[src/rtl/tdm_demux4.sv]
// -----------------------------------------------------------------------------
// tdm_demux4
// Receive-side 1:4 time-division demultiplexer. Each accepted beat
// (din_valid=1) carries one slot, and four slots make up a frame. Slot 0 of
// every frame is marked by frame_sync. A 2-bit slot counter tracks which slot
// the next beat should be. When a frame is complete, all four channel outputs
// are loaded together in a single update.
//
// Ports
//   clk         in   rising-edge clock
//   rst_n       in   asynchronous active-low reset
//   din_valid   in   beat qualifier for din / frame_sync
//   din         in   slot data [WIDTH-1:0]
//   frame_sync  in   marks slot 0 (qualified by din_valid)
//   o0..o3      out  channel samples of the last complete frame
//   out_valid   out  1-cycle pulse when o0..o3 have just been updated
//   slot        out  slot index expected on the next beat
//   locked      out  high while frame alignment is held
//   sync_err    out  1-cycle pulse on a frame-alignment error
//
// state  | meaning
// -------+-------------------------------------------------------------
// HUNT   | waiting for a beat with frame_sync to start a frame
// LOCKED | aligned; r_slot holds the slot expected on the next beat
// -----------------------------------------------------------------------------
module tdm_demux4 #(
    parameter int WIDTH = 1
) (
    input  logic             clk,
    input  logic             rst_n,
    input  logic             din_valid,
    input  logic [WIDTH-1:0] din,
    input  logic             frame_sync,
    output logic [WIDTH-1:0] o0,
    output logic [WIDTH-1:0] o1,
    output logic [WIDTH-1:0] o2,
    output logic [WIDTH-1:0] o3,
    output logic             out_valid,
    output logic [1:0]       slot,
    output logic             locked,
    output logic             sync_err
);

    typedef enum logic {
        HUNT   = 1'b0,
        LOCKED = 1'b1
    } state_t;

    state_t           r_state;
    logic [1:0]       r_slot;
    logic [WIDTH-1:0] r_cap0;
    logic [WIDTH-1:0] r_cap1;
    logic [WIDTH-1:0] r_cap2;

    always_ff @(posedge clk or negedge rst_n) begin
        if (!rst_n) begin
            r_state   <= HUNT;
            r_slot    <= 2'd0;
            r_cap0    <= '0;
            r_cap1    <= '0;
            r_cap2    <= '0;
            o0        <= '0;
            o1        <= '0;
            o2        <= '0;
            o3        <= '0;
            out_valid <= 1'b0;
            sync_err  <= 1'b0;
        end else begin
            // Both pulses are one cycle wide. They clear even on idle cycles.
            out_valid <= 1'b0;
            sync_err  <= 1'b0;
            if (din_valid) begin
                case (r_state)
                    HUNT: begin
                        if (frame_sync) begin
                            r_cap0  <= din;
                            r_slot  <= 2'd1;
                            r_state <= LOCKED;
                        end
                    end
                    LOCKED: begin
                        if (r_slot == 2'd0) begin
                            if (frame_sync) begin
                                r_cap0 <= din;
                                r_slot <= 2'd1;
                            end else begin
                                // Missing sync: drop the beat and go back to hunting.
                                sync_err <= 1'b1;
                                r_slot   <= 2'd0;
                                r_state  <= HUNT;
                            end
                        end else if (frame_sync) begin
                            // Early sync: drop the partial frame and restart it on this beat.
                            sync_err <= 1'b1;
                            r_cap0   <= din;
                            r_slot   <= 2'd1;
                        end else begin
                            case (r_slot)
                                2'd1: r_cap1 <= din;
                                2'd2: r_cap2 <= din;
                                default: begin
                                    // Slot 3 takes din directly, so the frame
                                    // lands on all outputs in the same cycle.
                                    o0        <= r_cap0;
                                    o1        <= r_cap1;
                                    o2        <= r_cap2;
                                    o3        <= din;
                                    out_valid <= 1'b1;
                                end
                            endcase
                            r_slot <= r_slot + 2'd1;
                        end
                    end
                    default: begin
                        r_state <= HUNT;
                        r_slot  <= 2'd0;
                    end
                endcase
            end
        end
    end

    assign slot   = r_slot;
    assign locked = (r_state == LOCKED);

endmodule
[config.mk]
export PLATFORM = sky130hd
export DESIGN_NAME = tdm_demux4
export DESIGN_NICKNAME = d
export VERILOG_FILES = /design/src/rtl/tdm_demux4.sv
export SDC_FILE = /design/constraint.sdc
export NUM_CORES = 1
export LEC_CHECK = 0
export CAP_MARGIN = 10
export CORE_MARGIN = 10
export CORE_UTILIZATION = 25
export DETAILED_ROUTE_END_ITERATION = 6
export PLACE_DENSITY = 0.48
export SLEW_MARGIN = 10
export SYNTH_ARGS = -nofsm -noshare
export SYNTH_HDL_FRONTEND = slang
export SYNTH_SLANG_ARGS = --single-unit
[constraint.sdc]
create_clock -name clk -period 1.95 [get_ports clk]
set_input_delay 0.4875 -clock clk [delete_from_list [all_inputs] [get_ports clk]]
set_output_delay 0.4875 -clock clk [all_outputs]
set_load 0.005 [all_outputs]
# Word level (Yosys, flattened, before mapping)
# Cells that the tools add are included.
# totals
output_inout_bits	9
word_cells	44
ff_bits	12
# op_classes
reduce_logical	7
n_eq_ne	3
n_mux	18
bitwise	4
addsub	1
# ops
cell	n
$reduce_and 5->1	3
$mux 1	13
$mux 2	3
$not 1->1	4
$pmux 2 s2	1
$reduce_and 2->1	2
$add 2x1->2 const B	1
$eq 2x1->1 const B	1
$eq 2x2->1 const B	1
$logic_not 2->1	1
$ne 2x2->1 const B	1
$pmux 1 s2	1
$reduce_or 2->1	1

# Logic depth before layout (Yosys ltp)
# depth
depth_word	7
mapped_depth	6
mapped_depth_nobuf	6

# Worst setup path after synthesis
# OpenSTA, ideal clock, no wires.
# synth_timing
kind	register to register
startpoint	reg r_slot[0] (netlist: slot[0])
endpoint	reg o0
t_arrival_ps	1436
path_stages_with_launch	7
setup_slack_ps	390
path_cell_list	dfrtp_1 -> inv_1 -> ha_1 -> inv_1 -> ha_1 -> nand4b_1 -> mux2_2
# synth_between
elab_chain_cells	4
elab_cells_between_ends	7
classes_between	2 x eq/ne; 2 x bitwise; 3 x reduce/logical
# synth_lines
element	line	rtl
start, declared	50	logic [1:0] r_slot;
start signal, assigned	111	r_slot <= r_slot + 2'd1;
$eq 2x2->1 or $eq 2x1->1 (tied branches)	98	case (r_slot)
$reduce_or 2->1 (no source line)	--	
$not 1->1 (no source line)	--	
$reduce_and 5->1 (no source line) *	--	
end signal, assigned	104	o0 <= r_cap0;
end, declared	34	output logic [WIDTH-1:0] o0,
# Every way passes the cells marked *; elsewhere a longest branch is shown, timed or not.
# A chain may end at the register's enable or synchronous reset.

# Worst setup path in the final report
# layout_timing
startpoint	reg r_slot[0] (netlist: slot[0])
endpoint	reg o1
# layout_between
elab_chain_cells	4
elab_cells_between_ends	7
classes_between	2 x eq/ne; 2 x bitwise; 3 x reduce/logical
# layout_lines
element	line	rtl
$eq 2x2->1 or $eq 2x1->1 (tied branches)	98	
$reduce_or 2->1 (no source line)	--	
$not 1->1 (no source line)	--	
$reduce_and 5->1 (no source line) *	--	
end signal, assigned	105	o1 <= r_cap1;
end, declared	35	output logic [WIDTH-1:0] o1,
# Marked as above.

==> results.cfg <==
[grt]
grt_pass1_vias = 450
grt_overflow = 0
grt_max_degree = 13
track_usage_pct = 6.03
grt_pass1_wl_um = 2080
grt_antenna_before_repair = 0

[cts]
cts_buffer_depth = 2
cts_setup_buffers = 0
path_clk_slew_ps = 80
cts_hold_buf = 0
cts_tree = done
ctsRootBufferMaster = clkbuf_4
ctsHtreeMaxLevel = 1
cts.sinks = 12
cts_resized = 0
clk_latency_ps = 270
cts_made_buffers = 3

[yosys]
synth_nets = 55
synthCells = 45
synth_ff_type = dfrtp_1
synth-edff-count = 0
syn_avg_cell_area_um2 = 13.2
seq_area_frac_synth_pct = 50.7
yosys_register_bits = 12
async_reset_ff_share_pct = 100
synth.cell_area_um2 = 592
ys_warn_count = 0
yosysUniqueCellTypes = 20

[sta]
totalNegativeSetupSlack_ps = 0
finalCritPeriodShare_pct = 87.6
min_period_ps = 1710
tightestPinTransition_ps = 530
setup_viol = 0
fmax_mhz = 585
rsz0062_at_grt = false
drv_slew = 0
relSlewSlack_pct = 64.5
layout_setup_ws_ps = 241
fin_worst_skew_ps = 5.67
finalHoldViolations = 0

[finish]
final_area_um2 = 812
area_delta_synth_final_pct = 37.2
layout-drive-gt1-share_pct = 27.7
num-nets-final = 76
antenna_cells = 0

[power]
cellLeakagePower_nw = 0.372
power.density_nw_per_um2 = 1310
ir_worst_vdd_v = 0.000703
totalPowerFinal_mw = 1.07

[detailed_routing]
avgViaCountPerCell = 4.29
dr_total_vias = 399
drc = 0
drt_wl_total_um = 1230
drtAntennaViolNets = 0
dr.pass1.iters = 4
wl_per_cell_um = 13.2
drt-initial-drc-count = 12

[die]
ios = 14
dieArea_um2 = 4710
die_w_um = 68.7
initial_core_util_pct = 26.5
core_area_um2 = 2230
die_height_um = 68.7
rows = 17

[setup_path]
crit_arrival_ps = 1870
critical_path_required_ps = 2110
cp_max_fo = 5
path_class = flop to flop
cp-start-kind = flop
cp-end-kind = flop

[place]
dpl-instance-area_um2 = 776
gp_congestion = 0.729
dp_hpwl_um = 945
portBuffers = 13
post-place-ws_ps = -28.2

[run_status]
outcome = finished clean

[hold_path]
hold_path_class = flop to flop

[job]
maxCapViolCount = 0
[final timing paths]
kind                                          start  slack, ps  cells after the start                   to
worst max register to register  slot[0]$_DFFE_PN0P_        240                      6       o1$_DFFE_PN0P_
worst min-delay path             r_cap1$_DFFE_PN0P_        490                      1   r_cap1$_DFFE_PN0P_
worst min register to register   r_cap1$_DFFE_PN0P_        490                      1   r_cap1$_DFFE_PN0P_
min in group asynchronous                     rst_n        560                      1   r_cap1$_DFFE_PN0P_
worst max-delay path            slot[0]$_DFFE_PN0P_        240                      6       o1$_DFFE_PN0P_
max in group asynchronous                     rst_n       1030                      1  slot[1]$_DFFE_PN0P_
[logic make-up (layout without fill, tap and decap cells)]
group,after synthesis,after routing,share of synthesized area (%)
AOI/OAI and AO/OA,4,4,5.07
adders and majority gates,5,5,10.6
buffers and inverters,6,26,5.71
DFF,12,12,50.7
muxes,7,7,13.3
and+or+nand+nor,11,11,14.6
[registers in the layout (all words and copies together) (netlist names)]
| name | count |
|---|---|
| slot | 2 |
| locked | 1 |
| o0 | 1 |
| o1 | 1 |
| o2 | 1 |
| o3 | 1 |
| out_valid | 1 |
| r_cap0 | 1 |
| r_cap1 | 1 |
| r_cap2 | 1 |
| sync_err | 1 |
[routing by layer]
layer	wire length [µm]	global-route usage (%)	vias to the layer above
li1	-	-	202
met1	573	6.88	185
met2	521	8.64	10
met3	119	3.70	2
met4	16	3.02	0
met5	0	0	-
[power by group]
group,leakage [nW],switching (mW),total [mW],internal (mW)
Combinational,0.202,0.183,0.471,0.288
Clock,0.0210,0.0813,0.195,0.113
Sequential,0.149,0.0555,0.401,0.345
[through the flow]
stage / instances / hold slack [ps] / utilization, %
6_report: 93 / 491 / 36.4
2_1_floorplan: 45 / 192 / -
4_1_cts: 93 / 498 / 36.4
3_5_place_dp: 89 / 480 / 34.7
3_3_place_gp: 89 / 486 / 34.7
5_1_grt: 93 / 514 / 36.4
[layout by cell type, fill, tap and decap left out]
| master | netlist | final |
|---|---|---|
| a21oi_1 | 1 | 1 |
| a221o_1 | 1 | 1 |
| a31oi_1 | 1 | 1 |
| and3_2 | 1 | 1 |
| and4_2 | 1 | 1 |
| and4bb_1 | 1 | 1 |
| buf_4 | 1 | 5 |
| clkbuf_4 | 0 | 3 |
| clkbuf_8 | 0 | 1 |
| clkdlybuf4s50_1 | 0 | 13 |
| dfrtp_1 | 12 | 12 |
| ha_1 | 5 | 5 |
| inv_1 | 4 | 4 |
| mux2_1 | 1 | 1 |
| mux2_2 | 6 | 6 |
| nand2_1 | 2 | 2 |
| nand4_1 | 1 | 1 |
| nand4_2 | 1 | 1 |
| nand4b_1 | 2 | 2 |
| nor2_1 | 1 | 1 |
| o221ai_1 | 1 | 1 |
| or3b_1 | 1 | 1 |
[cell usage after synthesis (2+ instances only)]
library cell  number  area share, %
dfrtp_1           12             51
mux2_2             6             11
ha_1               5             11
inv_1              4            2.5
nand2_1            2            1.3
nand4b_1           2            3.0
[area by class of cell]
type,count,area (µm²)
Inverter,4,15.0
Tap cell,28,35.0
Multi-Input combinational cell,27,258
Clock buffer,4,36.3
Sequential cell,12,300
Fill cell,234,1420
Timing Repair Buffer,18,168
[critical path, cell delays in order, from the launching register on]
cell      delay, ps
dfrtp_1         420
inv_1            80
ha_1            240
inv_1            80
ha_1            200
nand4b_1        240
mux2_2          340
Note: power is estimated with default switching activity, not from simulation.
